File: config.mk
export PLATFORM = sky130hd
export DESIGN_NAME = oflow_calc_iou
export DESIGN_NICKNAME = d
export VERILOG_FILES = /design/src/rtl/oflow_calc_iou.sv
export SDC_FILE = /design/constraint.sdc
export NUM_CORES = 1
export LEC_CHECK = 0
export ABC_AREA = 1
export ABC_CLOCK_PERIOD_IN_PS = 10750
export CORE_UTILIZATION = 45
export DETAILED_ROUTE_END_ITERATION = 12
export PLACE_DENSITY = 0.62
export SETUP_SLACK_MARGIN = 0.2
export SKIP_CTS_REPAIR_TIMING = 1
export SYNTH_ARGS = -nofsm -noshare
export SYNTH_HDL_FRONTEND = slang
export SYNTH_SLANG_ARGS = --single-unit
File: constraint.sdc
create_clock -name clk -period 10.75 [get_ports clk]
set_clock_uncertainty 0.2 [all_clocks]
set_input_delay 2.15 -clock clk [delete_from_list [all_inputs] [get_ports clk]]
set_output_delay 2.15 -clock clk [all_outputs]
set_load 0.1 [all_outputs]
File: src/rtl/oflow_calc_iou.sv
// oflow_calc_iou -- intersection-over-union of two axis-aligned boxes.
//
// A sequential engine that captures a current box and a history box, computes
// the overlap area and the union area, and divides them with a restoring
// divider, producing an unsigned q0.IOU_LEN ratio.
//
// Ports:
//   clk                          in   clock, all state on rising edge
//   reset_N                      in   asynchronous active-low reset
//   start                        in   request a computation (sampled in IDLE only)
//   bbox_position_frame_k        in   {X_TL, Y_TL, X_BR, Y_BR} of current box
//   bbox_position_frame_history  in   same packing, history box
//   bbox_w/h_frame_k             in   current box width / height
//   bbox_w/h_frame_history       in   history box width / height
//   valid_iou                    out  one-cycle pulse, iou holds a new result
//   iou                          out  IOU result, q0.IOU_LEN, held between results
//
// Latency: start sampled in cycle 0 -> valid_iou in cycle 25
// (INTER, AREA, IOU_LEN divide cycles, DONE).
//
// Build option: define OFLOW_IOU_EARLY_ZERO_EN to bypass the divider when the
// intersection is empty (result 0, valid_iou in cycle 3).

module oflow_calc_iou #(
  parameter int COORD_LEN = 11,
  parameter int WH_LEN    = 8,
  parameter int IOU_LEN   = 22
) (
  input  logic                   clk,
  input  logic                   reset_N,
  input  logic                   start,
  input  logic [4*COORD_LEN-1:0] bbox_position_frame_k,
  input  logic [4*COORD_LEN-1:0] bbox_position_frame_history,
  input  logic [WH_LEN-1:0]      bbox_w_frame_k,
  input  logic [WH_LEN-1:0]      bbox_h_frame_k,
  input  logic [WH_LEN-1:0]      bbox_w_frame_history,
  input  logic [WH_LEN-1:0]      bbox_h_frame_history,
  output logic                   valid_iou,
  output logic [IOU_LEN-1:0]     iou
);

  // Widths: intersection product, sum of the two box areas, and a working
  // width one bit wider than either so the union difference keeps its sign.
  localparam int IN_W  = 2 * COORD_LEN;
  localparam int SUM_W = 2 * WH_LEN + 1;
  localparam int UW    = ((IN_W > SUM_W) ? IN_W : SUM_W) + 1;
  localparam int CNT_W = (IOU_LEN > 2) ? $clog2(IOU_LEN) : 1;

  typedef enum logic [2:0] {
    IDLE,
    INTER,
    AREA,
    DIV,
    DONE
  } state_t;

  state_t state_q, state_d;

  // Captured inputs
  logic [4*COORD_LEN-1:0] box_k_q, box_h_q;
  logic [WH_LEN-1:0]      w_k_q, h_k_q, w_h_q, h_h_q;

  // Intersection extents
  logic [COORD_LEN-1:0]   iw_q, ih_q;

  // Divider state
  logic [UW-1:0]          rem_q, dvs_q;
  logic [IOU_LEN-1:0]     quot_q;
  logic [CNT_W-1:0]       cnt_q;
  logic                   sat_q, zero_q;

  logic [IOU_LEN-1:0]     iou_q;

  // ---------------------------------------------------------------------------
  // INTER: overlap extents of the captured boxes
  // ---------------------------------------------------------------------------
  logic [COORD_LEN-1:0] kx1, ky1, kx2, ky2, hx1, hy1, hx2, hy2;
  logic [COORD_LEN-1:0] x_lo, x_hi, y_lo, y_hi;
  logic [COORD_LEN-1:0] iw_c, ih_c;

  always_comb begin
    kx1 = box_k_q[4*COORD_LEN-1:3*COORD_LEN];
    ky1 = box_k_q[3*COORD_LEN-1:2*COORD_LEN];
    kx2 = box_k_q[2*COORD_LEN-1:COORD_LEN];
    ky2 = box_k_q[COORD_LEN-1:0];
    hx1 = box_h_q[4*COORD_LEN-1:3*COORD_LEN];
    hy1 = box_h_q[3*COORD_LEN-1:2*COORD_LEN];
    hx2 = box_h_q[2*COORD_LEN-1:COORD_LEN];
    hy2 = box_h_q[COORD_LEN-1:0];

    x_lo = (kx1 > hx1) ? kx1 : hx1;
    x_hi = (kx2 < hx2) ? kx2 : hx2;
    y_lo = (ky1 > hy1) ? ky1 : hy1;
    y_hi = (ky2 < hy2) ? ky2 : hy2;

    // Strict compare: touching edges give an empty overlap.
    iw_c = (x_hi > x_lo) ? (x_hi - x_lo) : '0;
    ih_c = (y_hi > y_lo) ? (y_hi - y_lo) : '0;
  end

  // ---------------------------------------------------------------------------
  // AREA: intersection, union and the divide/saturate decision
  // ---------------------------------------------------------------------------
  logic [IN_W-1:0]  inter_c;
  logic [SUM_W-1:0] area_k_c, area_h_c, sum_c;
  logic [UW-1:0]    inter_ext, sum_ext, union_c;
  logic             union_neg, union_zero, union_sat;

  always_comb begin
    inter_c    = IN_W'(iw_q) * IN_W'(ih_q);
    area_k_c   = SUM_W'(w_k_q) * SUM_W'(h_k_q);
    area_h_c   = SUM_W'(w_h_q) * SUM_W'(h_h_q);
    sum_c      = area_k_c + area_h_c;
    inter_ext  = UW'(inter_c);
    sum_ext    = UW'(sum_c);
    // Both operands are below 2^(UW-1), so the MSB of the difference is its
    // sign; inconsistent w/h inputs may make the union negative.
    union_c    = sum_ext - inter_ext;
    union_neg  = union_c[UW-1];
    union_zero = (union_c == '0);
    union_sat  = !union_zero && (union_neg || (inter_ext >= union_c));
  end

  // ---------------------------------------------------------------------------
  // DIV: one restoring step per cycle. The dividend is below the divisor when
  // the result is actually used, so the doubled remainder always fits in UW.
  // ---------------------------------------------------------------------------
  logic [UW-1:0]      rem_sh, rem_nx;
  logic               q_bit;
  logic [IOU_LEN-1:0] quot_nx;
  logic [IOU_LEN-1:0] result_c;
  logic               div_last;

  always_comb begin
    rem_sh   = {rem_q[UW-2:0], 1'b0};
    q_bit    = (rem_sh >= dvs_q);
    rem_nx   = q_bit ? (rem_sh - dvs_q) : rem_sh;
    quot_nx  = {quot_q[IOU_LEN-2:0], q_bit};
    div_last = (cnt_q == CNT_W'(IOU_LEN - 1));
    if (sat_q) begin
      result_c = '1;
    end else if (zero_q) begin
      result_c = '0;
    end else begin
      result_c = quot_nx;
    end
  end

  // ---------------------------------------------------------------------------
  // FSM
  // ---------------------------------------------------------------------------
  always_ff @(posedge clk or negedge reset_N) begin
    if (!reset_N) begin
      state_q <= IDLE;
    end else begin
      state_q <= state_d;
    end
  end

  always_comb begin
    state_d = state_q;
    case (state_q)
      IDLE:  if (start) state_d = INTER;
      INTER: state_d = AREA;
      AREA: begin
`ifdef OFLOW_IOU_EARLY_ZERO_EN
        if (inter_c == '0) begin
          state_d = DONE;
        end else begin
          state_d = DIV;
        end
`else
        state_d = DIV;
`endif
      end
      DIV:   if (div_last) state_d = DONE;
      DONE:  state_d = IDLE;
      default: state_d = IDLE;
    endcase
  end

  // ---------------------------------------------------------------------------
  // Datapath registers
  // ---------------------------------------------------------------------------
  always_ff @(posedge clk or negedge reset_N) begin
    if (!reset_N) begin
      box_k_q <= '0;
      box_h_q <= '0;
      w_k_q   <= '0;
      h_k_q   <= '0;
      w_h_q   <= '0;
      h_h_q   <= '0;
      iw_q    <= '0;
      ih_q    <= '0;
      rem_q   <= '0;
      dvs_q   <= '0;
      quot_q  <= '0;
      cnt_q   <= '0;
      sat_q   <= 1'b0;
      zero_q  <= 1'b0;
      iou_q   <= '0;
    end else begin
      case (state_q)
        IDLE: begin
          if (start) begin
            box_k_q <= bbox_position_frame_k;
            box_h_q <= bbox_position_frame_history;
            w_k_q   <= bbox_w_frame_k;
            h_k_q   <= bbox_h_frame_k;
            w_h_q   <= bbox_w_frame_history;
            h_h_q   <= bbox_h_frame_history;
          end
        end
        INTER: begin
          iw_q <= iw_c;
          ih_q <= ih_c;
        end
        AREA: begin
          rem_q  <= inter_ext;
          dvs_q  <= union_c;
          quot_q <= '0;
          cnt_q  <= '0;
          sat_q  <= union_sat;
          zero_q <= union_zero;
`ifdef OFLOW_IOU_EARLY_ZERO_EN
          if (inter_c == '0) begin
            iou_q <= '0;
          end
`endif
        end
        DIV: begin
          rem_q  <= rem_nx;
          quot_q <= quot_nx;
          cnt_q  <= cnt_q + CNT_W'(1);
          if (div_last) begin
            iou_q <= result_c;
          end
        end
        default: ;
      endcase
    end
  end

  assign valid_iou = (state_q == DONE);
  assign iou       = iou_q;

endmodule

* Yosys cells after proc, flatten, opt, wreduce, memory -nomap -nowiden
Cells that the tools add are included. W data, S select, Z words.
Storage, ports and cells: flip-flop bits (word level) 240, bits of input ports 123, output and inout port bits 23, word-level logic and storage cells 64
Operators by class: $add $sub $neg 6, multiply operators 3, order comparisons 8, eq/ne operators 7, multiplexer cells 15, reduce and logical (&&, ||, !) cells 9
Operators by type and width (count):
- $mux W11 | 6
- $mux W22 | 3
- $gt A11 B11 Y1 | 4
- $pmux W22 S2 | 1
- $pmux W21 S2 | 1
- $mul A8 B8 Y16 | 2
- $ge A22 B23 Y1 | 1
- $ge A23 B23 Y1 | 1
- $logic_not A23 Y1 | 1
- $sub A17 B22 Y23 | 1
- $lt A11 B11 Y1 | 2
- $mul A11 B11 Y22 | 1
- $sub A11 B11 Y11 | 2
- $sub A22 B22 Y22 | 1
- $add A16 B16 Y17 | 1
- $pmux W3 S4 | 1
- $pmux W5 S2 | 1
- $eq A3 B2 Y1 const B | 2
- $mux W3 | 2
- $reduce_and A2 Y1 | 3
- $add A5 B1 Y5 const B | 1
- $eq A5 B5 Y1 const B | 1
- $ne A2 B2 Y1 const B | 2
- $eq A3 B1 Y1 const B | 1
- other kinds (6) | 6

* Logic depth before layout (Yosys ltp)
Gate-level depths: netlist (run 1).
word-level depth 6, mapped depth 58

* Least setup slack after synthesis (run 1)
Ideal clock, no wire load.
path kind register to register, start register ih_q[2], end register sat_q, setup time 118 ps, arrival 9286 ps, setup slack 1146 ps, cell stages (with the launch flop) 50, path through dfrtp_1 -> clkbuf_1 -> nand2_1 -> fa_1 -> inv_1 -> fa_1 -> fa_1 -> fa_1 -> inv_1 -> fa_1 -> inv_1 -> ha_1 -> a21oi_1 -> inv_1 -> a31oi_1 -> o21ai_2 -> xnor2_1 -> fa_1 -> [... 14 more ...] -> nand2_1 -> nand2_1 -> inv_1 -> ha_1 -> nand2_1 -> inv_1 -> nand2_1 -> nand2_1 -> a21oi_1 -> nand3_1 -> nand2_1 -> nand2_1 -> nand2_1 -> nand2_1 -> nand2_1 -> nand3_1 -> nand3_1 -> nand2_1
Between the ends: longest elaborated chain between the ends 5
RTL lines:
- start: declaration | line 64 | logic [COORD_LEN-1:0] iw_q, ih_q;
- start signal: assignment | line 216 | ih_q <= ih_c;
- $mul A11 B11 Y22 * | line 110 | inter_c = IN_W'(iw_q) * IN_W'(ih_q);
- $sub A17 B22 Y23 | line 118 | union_c = sum_ext - inter_ext;
- $ge A22 B23 Y1 / $logic_not A23 Y1 (equally long branches) | line 121, 120
- $logic_or A1 B1 Y1 / $logic_not A1 Y1 (equally long branches) | line 121 | union_sat = !union_zero && (union_neg || (inter_ext >= union_c));
- $logic_and A1 B1 Y1 * | line 121
- end signal: assignment | line 223 | sat_q <= union_sat;
- end: declaration | line 70 | logic sat_q, zero_q;
Every way passes the cells marked *; elsewhere a longest branch is shown, timed or not. A chain may end at the register's enable or synchronous reset.

* Worst setup path after layout (run 1)
start register ih_q[2], end register sat_q
Between the ends: longest elaborated chain between the ends 5
RTL lines:
- $mul A11 B11 Y22 * | line 110
- $sub A17 B22 Y23 * | line 118
- named net union_c[21] | line 106 | logic [UW-1:0] inter_ext, sum_ext, union_c;
- $ge A22 B23 Y1 / $logic_not A23 Y1 (equally long branches) | line 121, 120
- $logic_or A1 B1 Y1 / $logic_not A1 Y1 (equally long branches) | line 121
- $logic_and A1 B1 Y1 * | line 121
The timed path passes the listed nets; every way through them passes the cells marked *.

==> results.py, run 1 <==
metrics = {
    "hold_path": {
        "min_path_type": "reg2reg",
    },
    "layout": {
        "fin_area_um2": 27000,
        "final_core_util_pct": 52.3,
        "drive_gt1_share_pct": 7.85,
        "area_growth_pct": 14.2,
        "diodes": 0,
        "nets": 3721,
        "stdcell_count": 3850,
    },
    "timing": {
        "finalMaxSlewViolations": 0,
        "finalHoldViolCount": 0,
        "tightestPinTransition_ns": 1.15,
        "setup_tns_ns": 0,
        "grt_setup_unrepaired": "no",
        "min_period_over_period_pct": 93.9,
        "slew_headroom_pct": 23.0,
        "min_period_ns": 10.09,
        "fmax_mhz": 99.1,
        "setup_viol": 0,
    },
    "global_routing": {
        "grt_pass1_wl_um": 103000,
        "grt_max_degree": 126,
        "antenna_found_initial": 0,
        "grt_pass1_vias": 19816,
        "grtUsageTotal_pct": 23.9,
        "gr-total-overflow": 0,
    },
    "yosys": {
        "synth_common_cells": "nand2_1 (721), inv_1 (634), ha_1 (255)",
        "synth-seq-area-share_pct": 25.4,
        "syn-cell-area_um2": 23600,
        "synthCells": 3028,
        "synth_warnings": 0,
        "ys_types": 52,
        "post-synth-top-count-cell": "nand2_1",
        "syn_area_per_cell_um2": 7.81,
        "ys_ff_latch": 240,
        "synth_top_cell_by_area": "dfrtp_1",
        "synthFlopType": "dfrtp_1",
        "synth-async-reset-ratio_pct": 100,
        "synth.top_cell.area_share_pct": 25.4,
        "netlist_top_cells_area": "dfrtp_1 (25%), fa_1 (16%), ha_1 (13%)",
        "syn_nets": 3600,
        "synth_edf_count": 0,
    },
    "setup_path": {
        "endpoint_kind": "flop",
        "slowest_stage": "fa_1",
        "cp-start-kind": "flop",
        "cp_slowest_stage_delay_ns": 0.54,
        "critPathMaxFanout": 6,
        "critPathArrivalTime_ns": 10.36,
        "required_ns": 11.02,
        "critPathKind": "reg2reg",
        "critPathMostFrequentCell": "fa_1",
    },
    "clock_network": {
        "ctsLongestPathBuffers": 3,
        "numClockSinks": 240,
        "cts_buffers": 29,
        "cts_tree": "yes",
        "htreeDepth": 1,
        "insertion_delay_ns": 0.59,
        "path_clk_slew_ns": 0.06,
        "clock-root-buffer": "clkbuf_16",
    },
    "die": {
        "die_area_um2": 53500,
        "start_util_pct": 45.8,
        "die_x_um": 231,
        "pin_count": 146,
        "die_y_um": 231,
        "coreArea_um2": 51600,
        "num_rows": 83,
    },
    "drt": {
        "drc": 0,
        "vias_per_cell": 5.05,
        "drtAntennaViolNets": 0,
        "drt-wirelength-per-cell_um": 16.3,
        "drtIter0Drc": 1342,
        "first_pass_iters": 5,
        "drt_wl_total_um": 62900,
        "vias": 19436,
    },
    "outcome": {
        "status": "finished clean",
    },
    "placed_design": {
        "place_congestion": 0.893,
        "placed_cells": 3758,
        "io_buffer_count": 145,
        "post_dp_cell_area_um2": 25600,
        "dpl.hpwl_um": 50600,
    },
    "flow_run": {
        "cap_viol_max_count": 0,
    },
}
-- metal layers --
layer | global-route usage, % | vias to the layer above | wire, um | part of all wire, %
li1 | - | 9653 | - | -
met1 | 34.5 | 9222 | 30300 | 48
met2 | 37.7 | 481 | 27800 | 44
met3 | 3.09 | 80 | 3330 | 5.3
met4 | 6.52 | 0 | 1470 | 2.3
met5 | 0 | - | 0 | 0
-- worst max-delay path, delay by kind of cell (launching register included) --
family	cells	cell delay (ns)
xor+xnor	1	0.17
buf+inv	13	1.17
simple gates	13	1.43
fa+ha+maj	14	5.95
compound gates	5	0.61
flops	1	0.44
-- stage by stage --
| step | worst slack (ns) | hold slack (ns) |
|---|---|---|
| finish | 0.659 | 0.286 |
| detailed placement | 0.253 | 0.275 |
| global route | 0.175 | 0.315 |
| CTS | 0.275 | 0.289 |
| global placement | 0.452 | 0.257 |
| floorplan | 1.15 | 0.241 |
-- cells by family (layout without fill, tap and decap cells) --
logic type | count (synthesis) | in the layout | share of synthesized area [%]
AOI/OAI and AO/OA | 414 | 414 | 9.75
buffers and inverters | 752 | 894 | 12.1
DFF | 240 | 240 | 25.4
and+or+nand+nor | 1072 | 1072 | 18.4
adders and majority gates | 449 | 449 | 29.9
xor gates and xnor gates | 35 | 35 | 1.30
muxes | 66 | 66 | 3.14
-- area by class of cell --
class / count / area, um^2
fillers: 4917 / 24600
multi-input cells: 2036 / 14900
flip-flops and latches: 240 / 6030
inverters: 640 / 2400
repair buffers: 202 / 1890
well taps: 680 / 851
clock buffers: 40 / 807
clock inverters: 12 / 139
-- cells in the final DEF (no fill, tap or decap), types with 8 or more instances in the layout --
master and count:
a21oi_1 195, buf_4 53, clkbuf_16 29, clkdlybuf4s50_1 144, dfrtp_1 223, dfrtp_2 17
fa_1 194, ha_1 248, inv_1 633, mux2_2 66, nand2_1 718, nand3_1 85
nand4_1 28, nor2_1 187, nor2_2 11, nor3_1 10, o211ai_1 11, o21ai_0 115
o21ai_1 8, o22ai_1 27, o31ai_1 10, xnor2_1 14, xor2_1 20
-- path summary, 6_finish.rpt --
| kind | start | cells past startpoint | slack, ns | to |
|---|---|---|---|---|
| setup / recovery | ih_q[2]$_DFFE_PN0P_ | 46 | 0.66 | sat_q$_DFFE_PN0P_ |
| min in group asynchronous | reset_N | 1 | 1.36 | rem_q[1]$_DFFE_PN0N_ |
| hold reg to reg | dvs_q[7]$_DFFE_PN0P_ | 2 | 0.29 | dvs_q[7]$_DFFE_PN0P_ |
| setup reg to reg | ih_q[2]$_DFFE_PN0P_ | 46 | 0.66 | sat_q$_DFFE_PN0P_ |
| hold / removal | dvs_q[7]$_DFFE_PN0P_ | 2 | 0.29 | dvs_q[7]$_DFFE_PN0P_ |
| max in group asynchronous | reset_N | 2 | 7.66 | iw_q[2]$_DFFE_PN0P_ |
-- registers in the layout (all words and copies together), names as in the netlist, 11 cells and up --
name,cells
dvs_q,23
iw_q,11
box_k_q,44
quot_q,21
rem_q,22
ih_q,11
iou,22
box_h_q,44
Power of run 1 is not shown: default switching activity piles up to over one toggle a cycle in this logic, so the estimate is an artifact.
==> run 2: changes to the inputs <==
--- a/config.mk
+++ b/config.mk
@@ -12,6 +12,7 @@
 export PLACE_DENSITY = 0.62
 export SETUP_SLACK_MARGIN = 0.2
 export SKIP_CTS_REPAIR_TIMING = 1
+export SLEW_MARGIN = 30
 export SYNTH_ARGS = -nofsm -noshare
 export SYNTH_HDL_FRONTEND = slang
 export SYNTH_SLANG_ARGS = --single-unit
==> run 2 against run 1 <==
Sequential cell count is the same. Register-to-register slack lost 0.02 ns. Cell count is essentially flat. Critical path depth stayed put. Critical endpoint unchanged. Worst setup slack lost 0.018 ns. First-iteration DRC count decreased by 12%. Routed wire length shrank 0.68%. Non-clock buffer count fell by 1. Critical path type unchanged. Design area is 0.87% higher. Core utilization is 0.45 points higher. Sequential share of layout area shrank 0.19 points.
==> results.py, run 2 (synthesis gave the netlist of run 1 again) <==
metrics = {
    "placed_design": {
        "post_dp_cell_area_um2": 25600,
        "io_buffer_count": 145,
        "placed_cells": 3758,
        "place_congestion": 0.893,
        "dpl.hpwl_um": 50700,
    },
    "die": {
        "die_x_um": 231,
        "die_y_um": 231,
        "coreArea_um2": 51600,
        "die_area_um2": 53500,
        "num_rows": 83,
        "start_util_pct": 45.8,
        "pin_count": 146,
    },
    "setup_path": {
        "cp_slowest_stage_delay_ns": 0.49,
        "endpoint_kind": "flop",
        "critPathArrivalTime_ns": 10.36,
        "critPathMaxFanout": 6,
        "critPathKind": "reg2reg",
        "slowest_stage": "fa_1",
        "cp-start-kind": "flop",
        "critPathMostFrequentCell": "fa_1",
        "required_ns": 11.00,
    },
    "timing": {
        "setup_viol": 0,
        "fmax_mhz": 98.9,
        "slew_headroom_pct": 34.0,
        "grt_setup_unrepaired": "no",
        "min_period_over_period_pct": 94.0,
        "finalMaxSlewViolations": 0,
        "setup_tns_ns": 0,
        "finalHoldViolCount": 0,
        "min_period_ns": 10.11,
        "tightestPinTransition_ns": 0.987,
    },
    "global_routing": {
        "grt_pass1_vias": 19827,
        "grtUsageTotal_pct": 23.8,
        "grt_max_degree": 126,
        "gr-total-overflow": 0,
        "antenna_found_initial": 0,
        "grt_pass1_wl_um": 103000,
    },
    "flow_run": {
        "cap_viol_max_count": 0,
    },
    "drt": {
        "drc": 0,
        "drtIter0Drc": 1181,
        "first_pass_iters": 6,
        "drt-wirelength-per-cell_um": 16.2,
        "drt_wl_total_um": 62400,
        "vias": 19460,
        "drtAntennaViolNets": 0,
        "vias_per_cell": 5.05,
    },
    "clock_network": {
        "cts_buffers": 30,
        "htreeDepth": 1,
        "cts_tree": "yes",
        "numClockSinks": 240,
        "ctsLongestPathBuffers": 3,
        "path_clk_slew_ns": 0.06,
        "clock-root-buffer": "clkbuf_16",
        "insertion_delay_ns": 0.61,
    },
    "layout": {
        "filler_cell_count": 4931,
        "stdcell_count": 3853,
        "fin_area_um2": 27200,
        "seqCellArea_um2": 6030,
        "diodes": 0,
        "drive_gt1_share_pct": 8.41,
        "mostFrequentLayoutCells": "nand2_1 (716), inv_1 (632), ha_1 (244)",
        "multiInputGateArea_um2": 15000,
        "reg.largest.list": "box_h_q x44, box_k_q x44, dvs_q x23",
        "nets": 3721,
        "area_growth_pct": 15.2,
        "final_common_cell": "nand2_1",
    },
    "hold_path": {
        "min_path_type": "reg2reg",
    },
    "outcome": {
        "status": "finished clean",
    },
}
==> run 2: changes by cell type in the layout (fill, tap and decap cells not counted), sizes merged <==
cell / change
buf: -1
bufinv: +4
clkbuf: -2
clkinv: +1
clkinvlp: -2
inv: +3
==> run 2: cell type report <==
type | instances | share of cell area [%]
clock buffers | 38 | 3.01
repair buffers | 201 | 6.98
flip-flops and latches | 240 | 22.1
inverters | 640 | 8.82
clock inverters | 18 | 1.06
multi-input cells | 2036 | 54.9
well taps | 680 | 3.12
==> run 2: path summary, 6_finish.rpt <==
| kind | slack, ns | start | to | depth (start not counted) |
|---|---|---|---|---|
| max in group asynchronous | 8.08 | reset_N | iw_q[1]$_DFFE_PN0P_ | 2 |
| min in group asynchronous | 1.25 | reset_N | rem_q[1]$_DFFE_PN0N_ | 1 |
| setup / recovery | 0.64 | ih_q[2]$_DFFE_PN0P_ | sat_q$_DFFE_PN0P_ | 46 |
| setup reg to reg | 0.64 | ih_q[2]$_DFFE_PN0P_ | sat_q$_DFFE_PN0P_ | 46 |
| hold / removal | 0.29 | dvs_q[7]$_DFFE_PN0P_ | dvs_q[7]$_DFFE_PN0P_ | 2 |
| hold reg to reg | 0.29 | dvs_q[7]$_DFFE_PN0P_ | dvs_q[7]$_DFFE_PN0P_ | 2 |
==> run 2: critical path: cells and delay by family, from the launching register on <==
kind | cells | cell delay, ns
xor gates and xnor gates | 1 | 0.15
and+or+nand+nor | 14 | 1.49
AOI/OAI and AO/OA | 4 | 0.49
DFF | 1 | 0.45
buffers and inverters | 13 | 1.16
adders and majority gates | 14 | 6.01
==> run 2: routing by layer <==
layer / vias up / share of wire [%] / wire [um] / GRT usage [%]
li1: 9655 / - / - / -
met1: 9258 / 49 / 30500 / 34.3
met2: 449 / 44 / 27400 / 37.4
met3: 98 / 4.5 / 2790 / 3.01
met4: 0 / 2.7 / 1690 / 6.52
met5: - / 0 / 0 / 0
==> run 2: per-stage QoR <==
stage / hold WS [ns] / worst slack, ns / utilization (%)
floorplan: 0.241 / 1.15 / -
global placement: 0.257 / 0.452 / 49.7
detailed placement: 0.277 / 0.274 / 49.7
CTS: 0.291 / 0.206 / 51.8
global route: 0.307 / 0.189 / 52.8
finish: 0.286 / 0.641 / 52.8
Power of run 2 is left out for the same reason.
